==> config.mk <==
export PLATFORM = sky130hd
export DESIGN_NAME = uart_rx_ctrl
export DESIGN_NICKNAME = d
export VERILOG_FILES = /design/src/rtl/uart_pkg.sv /design/src/rtl/sipo.sv /design/src/rtl/uart_rx_ctrl.sv
export SDC_FILE = /design/constraint.sdc
export NUM_CORES = 1
export LEC_CHECK = 0
export ABC_AREA = 0
export BUFFER_PORTS_ARGS = -buffer_cell sky130_fd_sc_hd__buf_2
export CAP_MARGIN = 10
export CORE_ASPECT_RATIO = 0.9
export CORE_MARGIN = 3
export CORE_UTILIZATION = 30
export CTS_CLUSTER_SIZE = 16
export DETAILED_ROUTE_END_ITERATION = 7
export PLACE_DENSITY_LB_ADDON = 0.12
export SKIP_CTS_REPAIR_TIMING = 1
export SLEW_MARGIN = 20
export SYNTH_ARGS = -nofsm -noshare
export SYNTH_HDL_FRONTEND = slang
export SYNTH_SLANG_ARGS = --single-unit
==> constraint.sdc <==
create_clock -name clk -period 4.6 [get_ports clk]
set_clock_uncertainty 0.15 [all_clocks]
set_input_delay 0.46 -clock clk [delete_from_list [all_inputs] [get_ports clk]]
set_output_delay 0.46 -clock clk [all_outputs]
set_load 0.02 [all_outputs]
==> src/rtl/uart_pkg.sv <==
// uart_pkg: shared UART types and constants; PARITY state exists only with UART_RX_PARITY_EN.
package uart_pkg;
  localparam int W_DATA = 8;
  localparam int OVERSAMPLE_DEF = 16;
  typedef logic [W_DATA-1:0] data_t;
  typedef enum logic [2:0] {
    IDLE,
    START,
    DATA,
`ifdef UART_RX_PARITY_EN
    PARITY,
`endif
    STOP,
    WAIT_HIGH
  } rx_state_e;
endpackage

==> src/rtl/sipo.sv <==
// sipo: 8-bit LSB-first serial-in/parallel-out shift register with even-parity output.
module sipo
  import uart_pkg::*;
(
  input  logic  clk,
  input  logic  enb,
  input  logic  inp,
  output data_t out,
  output logic  parity
);
  // Not reset: eight shifts fully overwrite the contents before use.
  always_ff @(posedge clk)
    if (enb) out <= {inp, out[W_DATA-1:1]};
  assign parity = ^out;
endmodule

==> src/rtl/uart_rx_ctrl.sv <==
// uart_rx_ctrl: UART receive sequencer driving a sipo, with one-entry valid/ready holding register.
// Define UART_RX_PARITY_EN to receive and check an even-parity bit between data and stop.
module uart_rx_ctrl
  import uart_pkg::*;
#(
  parameter int OVERSAMPLE = OVERSAMPLE_DEF
) (
  input  logic  clk,
  input  logic  rst,
  input  logic  rx_i,
  input  logic  baud_tick_i,
  output data_t data_o,
  output logic  valid_o,
  input  logic  ready_i,
  output logic  frame_err_o,
  output logic  parity_err_o,
  output logic  overrun_o
);
  localparam int TW = $clog2(OVERSAMPLE);
  localparam logic [TW-1:0] T_MID = TW'(OVERSAMPLE / 2 - 1);
  localparam logic [TW-1:0] T_END = TW'(OVERSAMPLE - 1);

  rx_state_e state_q, state_d;
  logic sync_q, rx_s_q;
  logic [TW-1:0] tick_q, tick_d;
  logic [2:0] bit_q, bit_d;
  data_t data_q, data_d, sr_out;
  logic valid_q, valid_d, frame_err_q, frame_err_d, overrun_q, overrun_d;
  logic sr_enb, sr_par, mid, smp;
`ifdef UART_RX_PARITY_EN
  logic mis_q, mis_d, parity_err_q, parity_err_d;
  assign parity_err_o = parity_err_q;
`else
  logic unused_par;
  assign unused_par = sr_par;
  assign parity_err_o = 1'b0;
`endif

  sipo u_sipo (
    .clk   (clk),
    .enb   (sr_enb),
    .inp   (rx_s_q),
    .out   (sr_out),
    .parity(sr_par)
  );

  assign mid = baud_tick_i && tick_q == T_MID;
  assign smp = baud_tick_i && tick_q == T_END;
  assign data_o = data_q;
  assign valid_o = valid_q;
  assign frame_err_o = frame_err_q;
  assign overrun_o = overrun_q;

  always_comb begin
    state_d = state_q;
    tick_d = baud_tick_i ? tick_q + TW'(1) : tick_q;
    bit_d = bit_q;
    data_d = data_q;
    valid_d = valid_q & ~ready_i;
    frame_err_d = 1'b0;
    overrun_d = 1'b0;
    sr_enb = 1'b0;
`ifdef UART_RX_PARITY_EN
    mis_d = mis_q;
    parity_err_d = 1'b0;
`endif
    case (state_q)
      IDLE: if (!rx_s_q) begin
        state_d = START;
        tick_d = '0;
      end
      START: if (mid) begin
        state_d = rx_s_q ? IDLE : DATA;
        tick_d = '0;
        bit_d = '0;
      end
      DATA: if (smp) begin
        sr_enb = 1'b1;
        tick_d = '0;
        bit_d = bit_q + 3'd1;
`ifdef UART_RX_PARITY_EN
        state_d = (bit_q == 3'd7) ? PARITY : DATA;
`else
        state_d = (bit_q == 3'd7) ? STOP : DATA;
`endif
      end
`ifdef UART_RX_PARITY_EN
      PARITY: if (smp) begin
        tick_d = '0;
        mis_d = rx_s_q ^ sr_par;
        state_d = STOP;
      end
`endif
      STOP: if (smp) begin
        tick_d = '0;
        state_d = IDLE;
        if (!rx_s_q) begin
          frame_err_d = 1'b1;
          state_d = WAIT_HIGH;
        end
`ifdef UART_RX_PARITY_EN
        else if (mis_q) parity_err_d = 1'b1;
`endif
        else if (!valid_q || ready_i) begin
          data_d = sr_out;
          valid_d = 1'b1;
        end else overrun_d = 1'b1;
      end
      WAIT_HIGH: if (rx_s_q) state_d = IDLE;
      default: state_d = IDLE;
    endcase
  end

  always_ff @(posedge clk or negedge rst)
    if (!rst) begin
      state_q <= IDLE;
      sync_q <= 1'b1;
      rx_s_q <= 1'b1;
      tick_q <= '0;
      bit_q <= '0;
      data_q <= '0;
      valid_q <= 1'b0;
      frame_err_q <= 1'b0;
      overrun_q <= 1'b0;
`ifdef UART_RX_PARITY_EN
      mis_q <= 1'b0;
      parity_err_q <= 1'b0;
`endif
    end else begin
      state_q <= state_d;
      sync_q <= rx_i;
      rx_s_q <= sync_q;
      tick_q <= tick_d;
      bit_q <= bit_d;
      data_q <= data_d;
      valid_q <= valid_d;
      frame_err_q <= frame_err_d;
      overrun_q <= overrun_d;
`ifdef UART_RX_PARITY_EN
      mis_q <= mis_d;
      parity_err_q <= parity_err_d;
`endif
    end
endmodule

# Word-level counts from Yosys, hierarchy flattened
# Index checks and enable logic that the tools add are counted.
# totals
reg_bits,31
latchBits,0
ramBits,0
rom_bits,0
inputBits,5
out_inout_bits,12
wordCells,66
mem_count,0
# classes
addsub,2
mul,0
div_mod_pow,0
magnitude_cmp,0
n_eq_ne,12
n_shift,0
mux,30
n_bitwise,2
reduce_logical,10
# ops
operator,n
$mux 3,8
$mux 4,4
$pmux 3 s5,1
$mux 1,14
$pmux 4 s3,1
$ne 2x2->1 const B,5
$eq 3x2->1 const B,2
$eq 3x3->1 const B,2
$pmux 3 s2,1
$reduce_and 5->1,1
$add 4x1->4 const B,1
$eq 4x3->1 const B,1
$eq 4x4->1 const B,1
$reduce_and 4->1,1
$add 3x1->3 const B,1
$eq 3x1->1 const B,1
$logic_not 3->1,1
$reduce_and 3->1,1
$logic_and 1x1->1,2
$mux 2,1
$reduce_bool 2->1,1
$reduce_or 2->1,1
$and 1x1->1,1
$logic_not 1->1,1
other kinds (2),2

# Longest topological paths before layout
# Gate-level depths: netlist of the first run.
# depth
ltp_word,6
depth_mapped,5
ltp_nobuf,5

# Modules after synthesis
# From an unflattened synthesis of the first run, not the netlist that was laid out.
# unflattened
cells_unflattened,112
hier_area_um2,1438.9
# by_module_without_submodules
mod,n_inst,cells_each,area_each_um2,seq_area_each_um2
uart_rx_ctrl,1,97,1137.3,578.1
sipo,1,15,301.5,240.2

# Worst setup path before layout of the first run
# OpenSTA, ideal clock, no wires.
# synth_timing
kind,reg2reg
startpoint,register state_q[0]
endpoint,"register u_sipo.out[0], enable pin"
setup_ns,0.373
t_arrival_ns,1.398
t_required_ns,4.077
path_slack_ns,2.679
path_stages_with_launch,4
path_buffers,1
synth_period_minus_slack_ns,1.921
path_cell_list,dfrtp_1 > clkbuf_1 > nor3b_1 > nor2b_1
# synth_via
elab_chain_len,2
# synth_rtl
element,line,source
start: declaration,uart_rx_ctrl.sv:23,"rx_state_e state_q, state_d;"
start signal: assignment,uart_rx_ctrl.sv:130,state_q <= state_d;
$eq 3x2->1,uart_rx_ctrl.sv:67,case (state_q)
$mux 1,uart_rx_ctrl.sv:67,
via sr_enb,uart_rx_ctrl.sv:29,"logic sr_enb, sr_par, mid, smp;"
end signal: assignment,sipo.sv:13,"if (enb) out <= {inp, out[W_DATA-1:1]};"
end: declaration,sipo.sv:8,"output data_t out,"
# The timed path passes the listed nets, and every way through them passes these cells.
# A chain may end at the register's enable or synchronous reset.

# Final worst setup path of the first run
# layout_timing
startpoint,register state_q[1]
endpoint,"register u_sipo.out[0], enable pin"
# The elaborated chain is that of the path after synthesis.

==> out/results.tsv, run 1 <==
stage	metric	value	unit
setup_path	cp_top_family	simple AND/OR/NAND/NOR gates	
pwr	seq_power_share	48.5	%
clocking	root_buffer	clkbuf_8	
setup_path	worstPathCellList	nor3b_1 > nor2b_1	
routing	routedWlPerCell	13.4	um
finish	final_layout_size_suffix_gt1_share	29.5	%
setup_path	r2r_setup_slack	2.35	ns
synthesis	synth_nets	114	
global_routing	grt_max_degree	24	
synthesis	yosysUniqueCellTypes	39	
global_routing	antenna_found_initial	0	
routing	vias	859	
finish	area_growth	16.1	%
min_path	worstHoldPathType	input port to async pin	
timing	rsz0062_at_grt	false	
routing	vias_per_cell	4.72	
floorplan	start_util	32.3	%
pwr	cellPowerDensity	463	mW/mm^2
pwr	power.leakage	0.684	nW
floorplan	io_pins	17	
synthesis	syn_inst	106	
routing	dr.pass1.iters	4	
synthesis	syn_area_per_cell	12.9	um^2
run	cap_violations	0	
setup_path	cp_max_fo	13	
routing	route.detailed.drc	0	
timing	fin_crit_sh	48.9	%
setup_path	slowest_stage	nor2b_1	
clocking	cts_buffers	5	
floorplan	die_w	77.3	um
synthesis	syn_area	0.00137	mm^2
global_routing	grt_pass1_wl	4.35	mm
floorplan	die-area	0.00542	mm^2
setup_path	arrival	2.01	ns
pwr	switching_share	29.6	%
global_routing	grt_usage	10.4	%
run_status	status	finished, violations left	
timing	fin_tns_setup	0	ns
floorplan	dieHeight	70.1	um
placed_design	gp_congestion	0.715	
setup_path	worstSetupPathType	register to register	
pwr	pwr-share-clk	34.9	%
floorplan	core_area	0.00424	mm^2
timing	timing.final.max_slew_violations	0	
finish	antennaDiodeCount	0	
clocking	clockBufferDepth	2	
finish	nFillCells	432	
clocking	cts_max_level	2	
clocking	cts_sinks	31	
placed_design	port_buffers	15	
timing	whs	-0.00595	ns
global_routing	grt-ovfl-total	0	
pwr	comb_power_share	16.6	%
placed_design	pre_cts_ws	2.34	ns
pwr	p_int	519	uW
timing	maxSlewHeadroom	50.8	%
setup_path	critical_path.max_stage_delay	0.67	ns
setup_path	critPathCaptureType	register	
timing	min_period	2.25	ns
pwr	ir_drop	0.265	mV
global_routing	grt_pass1_vias	880	
synthesis	synth_area_leaders	dfrtp_1 (38%), edfxtp_1 (18%), mux2_2 (6.6%), dfstp_2 (3.8%), nand4_1 (3.2%)	
finish	nNetsFinal	129	
synthesis	ys_ff_latch	31	
floorplan	rows	22	
synthesis	synth_warnings	0	
setup_path	required	4.36	ns
clocking	clkLatencyLatePin	0.28	ns
synthesis	ys_seq_area_share	59.7	%
timing	fmax	0.444	GHz
setup_path	cp.buffers_inverters	0	
setup_path	crit_path_start_kind	register	
pwr	p_switching	218	uW
routing	routed_wl	2.44	mm
clocking	cts_tree	built	
synthesis	netlist.area_leader.share	38.3	%
timing	hold_viol	21	
routing	drt_iter0_markers	37	
routing	ant_nets	0	
timing	setup_slack	2.35	ns
timing	tightest_slew	0.737	ns
run_status	failed_checks	hold timing	
placed_design	dp_hpwl	1.70	mm
clocking	clk_pin_slew	0.07	ns
synthesis	netlist.top_cell.by_area	dfrtp_1	
timing	finalSetupViolations	0	
-- cells by family (layout without fill, tap and decap cells) --
kind of cell               Yosys count  in the layout  share of synthesized area (%)
AOI/OAI and AO/OA                   18             18                           8.58
adders and majority gates            3              3                           2.74
muxes                               11             11                           8.76
and+or+nand+nor                     27             27                           13.7
buffers and inverters               11             27                           3.74
DFF                                 31             31                           59.7
other                                1              1                          0.273
xor gates and xnor gates             4              4                           2.56
-- cell type report --
class | count | area [um^2] | share of cell area (%)
Tap cell | 60 | 75.1 | 4.71
Timing Repair Buffer | 15 | 75.1 | 4.71
Multi-Input combinational cell | 64 | 502 | 31.5
Clock inverter | 3 | 38.8 | 2.44
Clock buffer | 5 | 68.8 | 4.32
Inverter | 4 | 15.0 | 0.943
Sequential cell | 31 | 818 | 51.4
-- per-stage QoR --
step                      total power, mW  std cells  instance area (um^2)  utilization [%]  hold WS, ns
after detailed placement            0.487        174                  1490             35.0        0.199
after global routing                0.782        182                  1590             37.6       0.0278
after global placement              0.484        174                  1490             35.0        0.197
after floorplan                     0.459        106                  1370                -       0.0144
after CTS                           0.745        182                  1590             37.6      0.00862
final                               0.738        182                  1590             37.6     -0.00595
-- power by group through the flow --
stage / combinational [mW] / clock (mW) / sequential, mW
after detailed placement: 0.125 / 0 / 0.362
after global routing: 0.140 / 0.280 / 0.363
after global placement: 0.122 / 0 / 0.362
after floorplan: 0.126 / 0 / 0.333
final: 0.122 / 0.258 / 0.358
after CTS: 0.124 / 0.264 / 0.357
-- path summary, 6_finish.rpt --
kind,startpoint,end,depth (start not counted)
min in group clk,rx_i,sync_q$_DFF_PN1_,1
hold reg to reg,sync_q$_DFF_PN1_,rx_s_q$_DFF_PN1_,0
hold / removal,rst,data_o[2]$_DFFE_PN0P_,1
setup / recovery,state_q[1]$_DFFE_PN0P_,u_sipo.out[0]$_DFFE_PP_,2
setup reg to reg,state_q[1]$_DFFE_PN0P_,u_sipo.out[0]$_DFFE_PP_,2
max in group asynchronous,rst,sync_q$_DFF_PN1_,1
-- routing by layer --
layer | vias to the layer above | track usage [%] | part of all wire, %
met5 | - | 0 | 0
met4 | 0 | 4.15 | 0.66
met3 | 2 | 5.15 | 5.7
met2 | 24 | 14.0 | 45
met1 | 416 | 14.1 | 49
li1 | 417 | - | -
-- sequential cells by signal (all words and copies together) (netlist names) --
register     flops
frame_err_o      1
bit_q            3
rx_s_q           1
tick_q           4
data_o           8
overrun_o        1
u_sipo.out       8
sync_q           1
valid_o          1
state_q          3
-- layout by cell type (no fill, tap or decap), types with 2 or more instances in the layout --
master    Yosys  layout
a22o_1        2       2
mux2i_1       3       3
nand2b_1      2       2
dfrtp_1      21      21
dfstp_2       2       2
inv_1         4       4
xor2_1        3       3
edfxtp_1      8       8
a21oi_1       6       6
o21ai_0       4       4
ha_1          3       3
nor2_1        2       2
nand2_1       3       3
mux2_2        8       8
nand4_1       7       7
a41oi_1       2       2
nor3b_1       2       2
buf_2         1      15
clkbuf_8      0       5
-- cells in the mapped netlist (all sizes together) --
cell type,n
nand3b,1
nand3,2
nor3b,2
or2,1
nor4b,1
o21ai,4
a211oi,1
o21bai,1
a41oi,2
dfrtp,21
and3,2
or3,1
nor2,2
buf,5
xor2,3
mux2,8
o221ai,1
dfstp,2
xnor2,1
nand4,7
nand2b,2
inv,4
a21oi,6
o41ai,1
ha,3
nor2b,1
conb,1
edfxtp,8
nor4,1
clkbuf,2
mux2i,3
nand2,3
a22o,2
nor3,1
-- worst register-to-register path: cells and delay by family (launching register included) --
kind / cells / cell delay, ns
simple gates: 2 / 1.15
flops: 1 / 0.59
Note: power is estimated with default switching activity, not from simulation.
==> inputs of run 2 (changes only) <==
==> constraint.sdc (replaced) <==
create_clock -name clk -period 2.3 [get_ports clk]
set_clock_uncertainty 0.15 [all_clocks]
set_input_delay 0.23 -clock clk [delete_from_list [all_inputs] [get_ports clk]]
set_output_delay 0.23 -clock clk [all_outputs]
set_load 0.02 [all_outputs]
==> run 2 against run 1 <==
Net effect: the run now ends clean; critical endpoint is now data_o[6]$_DFFE_PN0P_; via count rose by 4.2%; power rose by 110%; largest cell class unchanged; first-iteration DRC count grew 65%; clock-buffer cell count rose by 1; routed wire length up 4.8%.
==> out/results.tsv, run 2 (same netlist as run 1, synthesis figures left out) <==
stage	metric	value	unit
routing	ant_nets	0	
timing	min_period	1.98	ns
floorplan	rows	22	
placed_design	gp_congestion	0.765	
routing	vias	895	
setup_path	required	2.32	ns
global_routing	grt_pass1_wl	4.27	mm
routing	vias_per_cell	4.76	
global_routing	grt-ovfl-total	0	
run_status	status	completed	
run	cap_violations	0	
routing	routedWlPerCell	13.6	um
setup_path	reg2regPathDepth	5	
pwr	cellPowerDensity	919	mW/mm^2
pwr	ir_drop	0.399	mV
global_routing	antenna_found_initial	0	
pwr	p_switching	438	uW
finish	nFillCells	421	
pwr	pwr-share-clk	36.1	%
clocking	clkLatencyLatePin	0.28	ns
timing	rsz0062_at_grt	false	
global_routing	grt_usage	10.3	%
routing	dr.pass1.iters	4	
finish	mostFrequentLayoutCells	dfrtp_1 (21), buf_2 (15), mux2_2 (8), edfxtp_1 (8), nand4_1 (7)	
setup_path	critPathCaptureType	register	
setup_path	cp_max_fo	8	
floorplan	io_pins	17	
floorplan	core_area	0.00424	mm^2
pwr	power.leakage	0.719	nW
finish	finalNonFillerCells	188	
timing	timing.final.max_slew_violations	0	
clocking	root_buffer	clkbuf_8	
routing	drt_iter0_markers	61	
clocking	cts_max_level	2	
finish	nNetsFinal	135	
min_path	holdPathStages	3	
placed_design	dp_hpwl	1.74	mm
timing	finalSetupViolations	0	
finish	area_growth	20.5	%
placed_design	dp.cells	178	
clocking	clk_pin_slew	0.06	ns
timing	setup_slack	0.319	ns
clocking	cts_buffers	5	
clocking	clockBufferDepth	2	
finish	antennaDiodeCount	0	
global_routing	grt_max_degree	24	
placed_design	pre_cts_ws	0.327	ns
pwr	comb_power_share	17.5	%
finish	final_layout_size_suffix_gt1_share	32.0	%
min_path	worstHoldPathType	input port to register	
timing	fmax	0.505	GHz
timing	hold_viol	0	
timing	maxSlewHeadroom	64.7	%
setup_path	crit_path_start_kind	register	
pwr	p_int	1.08	mW
timing	fin_crit_sh	86.1	%
timing	tightest_slew	0.529	ns
clocking	cts_sinks	31	
floorplan	die-area	0.00542	mm^2
setup_path	arrival	2.00	ns
floorplan	dieHeight	70.1	um
clocking	cts_tree	built	
floorplan	die_w	77.3	um
global_routing	grt_pass1_vias	852	
pwr	switching_share	28.8	%
finish	layout_commonest_cell	dfrtp_1	
timing	fin_tns_setup	0	ns
pwr	seq_power_share	46.4	%
floorplan	start_util	32.3	%
timing	whs	0.123	ns
placed_design	port_buffers	15	
routing	route.detailed.drc	0	
routing	routed_wl	2.55	mm
setup_path	worstSetupPathType	register to register	
## run 2: worst paths after layout
path,from,to,slack (ns)
max,tick_q[0]$_DFF_PN0_,data_o[6]$_DFFE_PN0P_,0.32
min,ready_i,overrun_o$_DFF_PN0_,0.12
max reg2reg,tick_q[0]$_DFF_PN0_,data_o[6]$_DFFE_PN0P_,0.32
min reg2reg,sync_q$_DFF_PN1_,rx_s_q$_DFF_PN1_,0.21
max in group asynchronous,rst,sync_q$_DFF_PN1_,1.32
min in group asynchronous,rst,data_o[2]$_DFFE_PN0P_,0.31
## run 2: through the flow
step	area [um^2]	total power [mW]	util (%)
3_5_place_dp	1520	0.979	35.7
2_1_floorplan	1370	0.918	-
6_report	1650	1.52	39.0
3_3_place_gp	1520	0.974	35.7
5_1_grt	1650	1.61	39.0
4_1_cts	1630	1.53	38.5
## run 2: cell type report
| cell class | instances | area [um^2] | area share, % |
|---|---|---|---|
| Inverter | 4 | 15.0 | 0.908 |
| Clock buffer | 6 | 82.6 | 5.00 |
| Sequential cell | 31 | 818 | 49.5 |
| Clock inverter | 2 | 35.0 | 2.12 |
| Multi-Input combinational cell | 64 | 502 | 30.4 |
| Tap cell | 60 | 75.1 | 4.54 |
| Timing Repair Buffer | 21 | 125 | 7.57 |
## run 2: power groups by stage
stage | sequential, mW | combinational [mW] | clock (mW)
CTS | 0.702 | 0.267 | 0.564
global route | 0.716 | 0.304 | 0.588
detailed placement | 0.711 | 0.268 | 0
finish | 0.705 | 0.265 | 0.549
floorplan | 0.666 | 0.252 | 0
global placement | 0.712 | 0.262 | 0
## run 2: critical path: stages (launching register included)
cell,delay [ns]
dfrtp_1,0.38
ha_1,0.37
nand3_4,0.14
nor4b_4,0.28
buf_4,0.21
mux2_2,0.34
## run 2: metal layers
layer	track usage [%]	vias to the layer above	part of all wire, %
met2	13.6	20	44
met5	0	-	0
li1	-	427	-
met3	4.12	7	5.3
met4	6.52	0	2.4
met1	13.7	441	49
